`src/rtl/operand_fetch_stage.sv`:
```
// Operand fetch stage: register-file addressing, EX/MEM/WB forwarding, load-use stall, ID/EX register.
// Optional macro OPF_STALL_CNT_EN adds a 32-bit STALL_CNT output counting upstream stall cycles.
module operand_fetch_stage #(
    parameter int CTRL_W = 16,
    parameter int XLEN   = 32
) (
    input  logic              CLK,
    input  logic              RST_N,
    input  logic              IN_VALID,
    output logic              IN_READY,
    input  logic [4:0]        IN_RS1,
    input  logic [4:0]        IN_RS2,
    input  logic [4:0]        IN_RD,
    input  logic              IN_USES_RS1,
    input  logic              IN_USES_RS2,
    input  logic [XLEN-1:0]   IN_IMM,
    input  logic [XLEN-1:0]   IN_PC,
    input  logic [CTRL_W-1:0] IN_CTRL,
    output logic [4:0]        RF_RADDR1,
    output logic [4:0]        RF_RADDR2,
    input  logic [XLEN-1:0]   RF_RDATA1,
    input  logic [XLEN-1:0]   RF_RDATA2,
    input  logic              EX_VALID,
    input  logic              EX_WE,
    input  logic              EX_IS_LOAD,
    input  logic [4:0]        EX_RD,
    input  logic [XLEN-1:0]   EX_RESULT,
    input  logic              MEM_WE,
    input  logic [4:0]        MEM_RD,
    input  logic [XLEN-1:0]   MEM_DATA,
    input  logic              WB_WE,
    input  logic [4:0]        WB_ADDR,
    input  logic [XLEN-1:0]   WB_DATA,
    input  logic              FLUSH,
    output logic              OUT_VALID,
    input  logic              OUT_READY,
    output logic [XLEN-1:0]   OUT_RS1_DATA,
    output logic [XLEN-1:0]   OUT_RS2_DATA,
    output logic [XLEN-1:0]   OUT_IMM,
    output logic [XLEN-1:0]   OUT_PC,
    output logic [4:0]        OUT_RD,
    output logic [CTRL_W-1:0] OUT_CTRL
`ifdef OPF_STALL_CNT_EN
    ,
    output logic [31:0]       STALL_CNT
`endif
);

    logic [1:0][4:0]      src_idx;
    logic [1:0]           src_uses;
    logic [1:0][XLEN-1:0] src_rf;
    logic [1:0][XLEN-1:0] src_sel;
    logic [1:0]           src_haz;

    logic ex_fwd_ok;
    logic load_use;
    logic adv;
    logic transfer;

    logic              out_valid_reg;
    logic [XLEN-1:0]   out_rs1_reg;
    logic [XLEN-1:0]   out_rs2_reg;
    logic [XLEN-1:0]   out_imm_reg;
    logic [XLEN-1:0]   out_pc_reg;
    logic [4:0]        out_rd_reg;
    logic [CTRL_W-1:0] out_ctrl_reg;

    assign src_idx  = {IN_RS2, IN_RS1};
    assign src_uses = {IN_USES_RS2, IN_USES_RS1};
    assign src_rf   = {RF_RDATA2, RF_RDATA1};

    assign RF_RADDR1 = IN_RS1;
    assign RF_RADDR2 = IN_RS2;

    // A load in EX has no data yet, so it never forwards; it stalls instead.
    assign ex_fwd_ok = EX_VALID && EX_WE && !EX_IS_LOAD;

    genvar gi;
    generate
        for (gi = 0; gi < 2; gi++) begin : g_src
            assign src_sel[gi] =
                (src_idx[gi] == 5'd0)                    ? '0        :
                (ex_fwd_ok && EX_RD == src_idx[gi])      ? EX_RESULT :
                (MEM_WE && MEM_RD == src_idx[gi])        ? MEM_DATA  :
                (WB_WE && WB_ADDR == src_idx[gi])        ? WB_DATA   :
                                                           src_rf[gi];
            assign src_haz[gi] = src_uses[gi] && (src_idx[gi] == EX_RD);
        end
    endgenerate

    assign load_use = IN_VALID && EX_VALID && EX_IS_LOAD && (EX_RD != 5'd0) && (|src_haz);
    assign adv      = !out_valid_reg || OUT_READY;
    assign IN_READY = FLUSH || (adv && !load_use);
    assign transfer = IN_VALID && IN_READY && !FLUSH;

    always_ff @(posedge CLK or negedge RST_N) begin
        if (!RST_N) begin
            out_valid_reg <= 1'b0;
            out_rs1_reg   <= '0;
            out_rs2_reg   <= '0;
            out_imm_reg   <= '0;
            out_pc_reg    <= '0;
            out_rd_reg    <= '0;
            out_ctrl_reg  <= '0;
        end else if (FLUSH) begin
            out_valid_reg <= 1'b0;
        end else if (adv) begin
            out_valid_reg <= transfer;
            if (transfer) begin
                out_rs1_reg  <= src_sel[0];
                out_rs2_reg  <= src_sel[1];
                out_imm_reg  <= IN_IMM;
                out_pc_reg   <= IN_PC;
                out_rd_reg   <= IN_RD;
                out_ctrl_reg <= IN_CTRL;
            end
        end
    end

    assign OUT_VALID    = out_valid_reg;
    assign OUT_RS1_DATA = out_rs1_reg;
    assign OUT_RS2_DATA = out_rs2_reg;
    assign OUT_IMM      = out_imm_reg;
    assign OUT_PC       = out_pc_reg;
    assign OUT_RD       = out_rd_reg;
    assign OUT_CTRL     = out_ctrl_reg;

`ifdef OPF_STALL_CNT_EN
    logic [31:0] stall_cnt_reg;

    always_ff @(posedge CLK or negedge RST_N) begin
        if (!RST_N) begin
            stall_cnt_reg <= '0;
        end else if (IN_VALID && !IN_READY && !FLUSH) begin
            stall_cnt_reg <= stall_cnt_reg + 32'd1;
        end
    end

    assign STALL_CNT = stall_cnt_reg;
`endif

endmodule

```
`config.mk`:
```
export PLATFORM = sky130hd
export DESIGN_NAME = operand_fetch_stage
export DESIGN_NICKNAME = d
export VERILOG_FILES = /design/src/rtl/operand_fetch_stage.sv
export SDC_FILE = /design/constraint.sdc
export NUM_CORES = 1
export LEC_CHECK = 0
export CORE_ASPECT_RATIO = 1.5
export CORE_MARGIN = 3
export CORE_UTILIZATION = 24
export CTS_CLUSTER_DIAMETER = 60
export DETAILED_ROUTE_END_ITERATION = 10
export HOLD_SLACK_MARGIN = 0.1
export PLACE_DENSITY = 0.58
export SYNTH_ARGS = -nofsm -noshare
export SYNTH_HDL_FRONTEND = slang
export SYNTH_SLANG_ARGS = --single-unit
```
`constraint.sdc`:
```
create_clock -name CLK -period 4.6 [get_ports CLK]
set_input_delay 0.46 -clock CLK [delete_from_list [all_inputs] [get_ports CLK]]
set_output_delay 0.46 -clock CLK [all_outputs]
set_load 0.1 [all_outputs]
```
==> summary.txt, run 1 <==
Finish
  – Share of layout cells above drive strength 1: 12.5%
  – Nets@finish: approximately 1600
  – Layout area overhead: 56.9%

Synth
  – Post-synth EDFFs: 0
  – Post-Syn Area per Cell: 10.2 um2
  – Post-synthesis cell type count: 35
  – Largest cells by area after synthesis: dfrtp_1, nand3_1, mux2_4
  – Area leader, netlist: dfrtp_1
  – Register area share after synthesis: 39.2%
  – Post-Syn Instances: roughly 940
  – Net Count, Synth: approximately 1200
  – Async set-or-reset flop fraction in the synthesized netlist: 100%
  – Synth Flop Type: dfrtp_1
  – Seq cells post-synth: 150
  – Ys Warns: 0
  – Yosys top cell area share: between 30% and 40%
  – Post-Syn Area: 9560 um2

Setup path
  – CP Max Fanout: 35
  – Flop2flop setup slack: around 1.6 ns
  – Worst Path Arrival: 3.53 ns
  – Startpoint types: input pin
  – Crit path required time: between 4 and 5 ns
  – Crit. End Element: register
  – Crit Reg-Reg Startpoint: OUT_VALID
  – RR Endpoint: OUT_RS1_DATA[6]
  – Delay-heaviest family, CP: compound AO/OA/AOI/OAI gates
  – Worst stage delay on the critical path: 0.81 ns
  – Crit path max-delay cell type: a21oi_4
  – R2R depth: 5
  – Critical path cell sequence: clkdlybuf4s50_1 -> nor2b_1 -> nand2_2 -> a21oi_4 -> o21ai_4 -> o211ai_1
  – CP Class: input pin to register
  – Critical path buffer and inverter count: 1

Worst hold path
  – Hold Path Stages: 1
  – Hold path startpoint: OUT_RD[0]
  – HP Class: register to register
  – Hold EP: OUT_RD[0]

Pwr
  – Share of power burned in registers: 26.3%
  – Worst vdd ir: ~0.00031 V
  – Pwr Density: between 400 and 500 nW/um2
  – Lkg Pwr: approximately 5.7 nW
  – Power share of the clock group: 24.4%
  – Sw Share: around 48%
  – Int Pwr: ~3.4 mW
  – Sw power: between 3 and 4 mW
  – Combinational power share: 49.3%

Floorplan
  – Horiz. Die Dim: 169 um
  – Initial Util: between 20% and 30%
  – Die height: 250 um
  – Core outline area: 38900 um2
  – FP Rows: 88
  – Die Area: around 42000 um2
  – I/O pins: 443

Timing
  – Setup violations, final: 0
  – Minimum clock period: 3.18 ns
  – Count of final max-slew check failures: 0
  – Slew margin rel.: 14.4%
  – RSZ-0062 raised after global routing: false
  – Hold WS: 0.502 ns
  – Maximum clock frequency: 0.314 GHz
  – Final Cycle Share: 69.1%
  – Final Hold Fails: 0
  – Slew of the pin with the lowest slew margin: 1.28 ns
  – Post-Route Setup TNS: 0 ns
  – Clk_skew: 0.00832 ns

Clock network
  – Clk buf depth: 2
  – Worst-skew pair later-pin latency: 0.45 ns
  – H-tree depth: 4
  – Clk root buf: clkbuf_16
  – CTS sink count: 150
  – Clk slew on worst S/H paths: 0.07 ns
  – Num CTS Buffers: 17
  – TritonCTS clock tree: built

Global routing
  – First-pass GRT wire length: 67.0 mm
  – Global Route Usage Sum: 20.8%
  – GR Overflow Total: 0
  – Largest net degree at the start of global routing: 87
  – Initial antenna violation count: 3
  – Number of global-route vias before repair: about 10000

Run
  – Max Cap Viol: 0

Placement
  – PortBufs: 442
  – Placer Congestion: 0.827
  – DP HPWL: about 32 mm

Route
  – Vias: 9923
  – Via-per-instance ratio: 5.47
  – DRC violations left: 0
  – Routed WL: 45.2 mm
  – Drt first pass iters: 5
  – Initial DRC count: about 630
  – ANT nets after route: 0
  – Avg WL per Cell: 24.9 um

Status
  – Status: finished, final reports clean
[worst max-delay path by stage]
stage                     depth (start not counted)                to  startpoint
after CTS                                         6   OUT_RS1_DATA[6]   OUT_READY
after global placement                            6  OUT_RS1_DATA[21]       FLUSH
after floorplan                                   6          IN_READY   IN_RS1[0]
after detailed placement                          6   OUT_RS1_DATA[7]   OUT_READY
after global routing                              6   OUT_RS1_DATA[6]   OUT_READY
final                                             6   OUT_RS1_DATA[6]       FLUSH
[cell type report]
| cell class | instances | area, um2 |
|---|---|---|
| Tap cell | 495 | 619 |
| Timing Repair Buffer | 464 | 4620 |
| Fill cell | 3860 | 23900 |
| Clock inverter | 14 | 210 |
| Antenna cell | 3 | 7.51 |
| Sequential cell | 150 | 3750 |
| Clock buffer | 18 | 439 |
| Multi-Input combinational cell | 670 | 5370 |
[repair_timing]
action | CTS | global route
hold buffers | 1 | 0
endpoints found under the hold margin | 72 | 0
gates resized for setup | 0 | 0
buffers inserted | 0 | 0
[power by group through the flow]
stage,Combinational (mW),Clock (mW),Sequential (mW)
finish,3.21,1.59,1.71
global placement,3.22,0,1.72
global route,3.30,1.68,1.74
CTS,3.23,1.63,1.71
floorplan,0.540,0,3.39
detailed placement,3.22,0,1.73
[kinds of logic after synthesis]
family          after synthesis  synth area share (%)
compound gates              264                  22.4
xor+xnor                     30                  2.75
buf+inv                     118                  5.65
flops                       150                  39.2
mux                          85                  11.5
simple gates                291                  18.4
[worst reg2reg max path: cells and delay by family (launching register included)]
family / cells / cell delay, ns
and+or+nand+nor: 2 / 0.78
AOI/OAI and AO/OA: 3 / 1.71
DFF: 1 / 0.40
[sequential cells by signal (all words and copies together), names as in the netlist]
signal and flops:
OUT_IMM 32, OUT_PC 32, OUT_CTRL 16, OUT_RS1_DATA 32, OUT_RS2_DATA 32, OUT_VALID 1
OUT_RD 5
[metrics by stage]
step / std cells / area [um2] / setup WS [ns] / total power, mW / utilization, %
floorplan: 938 / 9560 / 1.96 / 3.93 / -
global placement: 1778 / 14300 / 1.00 / 4.94 / 36.9
detailed placement: 1778 / 14300 / 0.948 / 4.95 / 36.9
CTS: 1811 / 15000 / 1.46 / 6.57 / 38.6
global route: 1814 / 15000 / 1.23 / 6.72 / 38.6
finish: 1814 / 15000 / 1.42 / 6.51 / 38.6
[routing by layer]
metal	routed length, um	GRT usage [%]	vias up	share of wire [%]
met5	0	0	-	0
met4	1560	8.93	0	3.4
met3	3450	4.80	92	7.6
met2	23700	37.4	571	52
met1	16500	23.2	4902	37
li1	-	-	4358	-
[layout by cell type, fill, tap and decap left out, types with 23 or more instances in the layout]
| cell type | instances |
|---|---|
| a21boi_0 | 64 |
| nand3_1 | 129 |
| a2bb2oi_1 | 64 |
| dfrtp_1 | 150 |
| and3_1 | 66 |
| mux2_2 | 46 |
| o311ai_1 | 41 |
| nand3b_1 | 64 |
| mux2_4 | 39 |
| o211ai_1 | 64 |
| o311ai_0 | 23 |
| clkdlybuf4s50_1 | 440 |
[Yosys cell counts (all sizes together) (2+ instances only)]
| master | number |
|---|---|
| a21boi | 64 |
| a21oi | 2 |
| a2bb2oi | 64 |
| and2 | 5 |
| and3 | 69 |
| buf | 35 |
| clkbuf | 83 |
| dfrtp | 150 |
| mux2 | 85 |
| nand2 | 5 |
| nand3 | 130 |
| nand3b | 64 |
| nor2 | 5 |
| nor3 | 6 |
| nor4 | 3 |
| o211ai | 64 |
| o21ai | 3 |
| o311ai | 64 |
| xnor2 | 10 |
| xor2 | 20 |
Power figures use the tool's default switching activity.
==> run 2: changes to the inputs <==
==> constraint.sdc (replaced) <==
create_clock -name CLK -period 3.05 [get_ports CLK]
set_input_delay 0.305 -clock CLK [delete_from_list [all_inputs] [get_ports CLK]]
set_output_delay 0.305 -clock CLK [all_outputs]
set_load 0.1 [all_outputs]
==> run 2 against run 1 <==
Net effect:
- sequential power grew 50%
- wire length grew 0.52%
- die area is the same
- largest cell class unchanged
- setup slack lost 0.81 ns
- final cell count grew 1.2%
- core utilization is essentially flat
- clock-buffer cell count is the same
- critical endpoint is now IN_READY
- clock power grew 38%
- largest power group unchanged
- final area is essentially flat
- global-route usage shrank 0.18 points
- non-clock buffer count grew 18
==> summary.txt, run 2 (same netlist as run 1, synthesis figures left out) <==
Floorplan
  – Die Area: 42300 um2
  – Die height: 250 um
  – Horiz. Die Dim: 169 um
  – FP Rows: 88
  – Core outline area: a little under 40000 um2
  – Initial Util: 24.6%
  – I/O pins: 443

Finish
  – Layout area overhead: 56.9%
  – Share of layout cells above drive strength 1: 21.2%
  – Nets@finish: 1603
  – Utilization after layout: 38.6%
  – Commonest non-fill, non-tap cell in the layout: clkdlybuf4s50_1
  – Fin area: around 15000 um2
  – Commonest non-fill, non-tap cells in the layout: clkdlybuf4s50_1, dfrtp_1, nand3_1

Global routing
  – First-pass GRT wire length: 66.1 mm
  – Global Route Usage Sum: 20.6%
  – Largest net degree at the start of global routing: 65
  – GR Overflow Total: 0
  – Number of global-route vias before repair: 10500
  – Initial antenna violation count: 6

Setup path
  – Crit Reg-Reg Startpoint: OUT_VALID
  – CP Class: input pin to primary output
  – Critical path buffer and inverter count: 2
  – Worst Setup EP: IN_READY
  – Delay-heaviest family, CP: buffers and inverters
  – Flop2flop setup slack: 1.10 ns
  – Crit path max-delay cell type: clkdlybuf4s50_1
  – R2R depth: 6
  – Worst stage delay on the critical path: 0.55 ns
  – Startpoint types: input pin
  – Critical path cell sequence: clkdlybuf4s50_1 -> xor2_1 -> nor3_2 -> a32oi_4 -> o22a_1 -> buf_12
  – Crit path from: IN_RS2[3]
  – RR Endpoint: OUT_RS1_DATA[11]
  – Crit. End Element: primary output
  – Number of cells on the critical path: 6
  – Crit path required time: 2.74 ns
  – CP Max Fanout: 6
  – Worst Path Arrival: 2.14 ns

Route
  – Routed WL: 45.5 mm
  – ANT nets after route: 0
  – Drt first pass iters: 5
  – Avg WL per Cell: 24.8 um
  – Vias: 9926
  – Initial DRC count: 782
  – Via-per-instance ratio: around 5.4
  – DRC violations left: 0

Clock network
  – CTS sink count: 150
  – Num CTS Buffers: 17
  – TritonCTS clock tree: built
  – Worst-skew pair later-pin latency: around 0.45 ns
  – Clk slew on worst S/H paths: 0.07 ns
  – H-tree depth: 4
  – Clk buf depth: 2
  – Post-cts repair resize count: 0
  – Clk root buf: clkbuf_16

Pwr
  – Int Pwr: 4.83 mW
  – Power share of the clock group: 22.9%
  – Combinational power share: 50.3%
  – Share of power burned in registers: 26.9%
  – Lkg Pwr: approximately 5.9 nW
  – Worst vdd ir: 0.000524 V
  – Pwr Density: 637 nW/um2
  – Sw Share: between 40% and 50%
  – Total Power: 9.56 mW
  – Sw power: ~4.7 mW

Timing
  – Final Hold Fails: 0
  – Count of final max-slew check failures: 0
  – Minimum clock period: 2.44 ns
  – Post-Route Setup TNS: 0 ns
  – Fin worst setup slack: slightly above 0.6 ns
  – Clk_skew: between 0.007 and 0.008 ns
  – Slew margin rel.: 31.3%
  – Setup violations, final: 0
  – Slew of the pin with the lowest slew margin: 1.03 ns
  – Final Cycle Share: about four fifths
  – RSZ-0062 raised after global routing: false
  – Maximum clock frequency: 0.410 GHz

Worst hold path
  – HP Class: input pin to asynchronous set/reset pin

Placement
  – Placement Cell Area: 14400 um2
  – DP HPWL: ~33 mm
  – PortBufs: 442
  – Placer Congestion: 0.834
  – Placement Setup Slack: 0.257 ns

Status
  – Status: finished, final reports clean

Run
  – Max Cap Viol: 0
-- run 2: cell types whose count changed in the layout (fill, tap and decap cells not counted), sizes merged --
| cell | delta |
|---|---|
| diode | +3 |
| clkdlybuf4s50 | -101 |
| clkinv | +3 |
| bufinv | -3 |
| buf | +119 |
-- run 2: worst reg2reg max path, delay by kind of cell, from the launching register on --
kind                   cells  cell delay, ns
buffers and inverters      1            0.46
AOI/OAI and AO/OA          2            0.33
DFF                        1            0.44
and+or+nand+nor            3            0.64
-- run 2: how the worst min path moves through the flow --
| stage | start | to | slack (ns) | depth (start not counted) |
|---|---|---|---|---|
| 5_1_grt | IN_IMM[9] | OUT_IMM[9] | 0.45 | 2 |
| 3_3_place_gp | RST_N | OUT_RS2_DATA[0] | 0.32 | 1 |
| 2_1_floorplan | RST_N | OUT_CTRL[0] | 0.009 | 0 |
| 6_report | RST_N | OUT_RS2_DATA[1] | 0.40 | 2 |
| 3_5_place_dp | RST_N | OUT_RS2_DATA[28] | 0.33 | 1 |
| 4_1_cts | RST_N | OUT_RS2_DATA[28] | 0.42 | 2 |
-- run 2: timing repair --
item,in CTS,in global routing
hold buffers,1,0
setup buffers,0,0
endpoints found under the hold margin,53,0
-- run 2: layout make-up --
cell class	count	area, um2
fillers	3850	23900
flip-flops and latches	150	3750
well taps	495	619
repair buffers	482	4650
clock inverters	14	161
diodes	6	15.0
clock buffers	18	439
multi-input cells	670	5370
-- run 2: power by group through the flow --
stage	combinational (mW)	sequential, mW	clock [mW]
6_report	4.80	2.57	2.19
5_1_grt	4.94	2.61	2.32
4_1_cts	4.83	2.57	2.25
3_5_place_dp	4.83	2.60	0
3_3_place_gp	4.81	2.59	0
2_1_floorplan	0.815	5.12	0
-- run 2: per-stage QoR --
step	hold WS, ns	instances
final	0.399	1835
after global routing	0.450	1834
after CTS	0.417	1829
after detailed placement	0.335	1796
after global placement	0.324	1796
after floorplan	0.00941	938
-- run 2: per-layer routing --
| metal | up-vias | GRT usage (%) | wire, um |
|---|---|---|---|
| met4 | 2 | 9.70 | 1570 |
| met5 | - | 0 | 12 |
| met1 | 4876 | 22.9 | 17000 |
| met2 | 557 | 37.0 | 23800 |
| li1 | 4394 | - | - |
| met3 | 97 | 4.45 | 3160 |
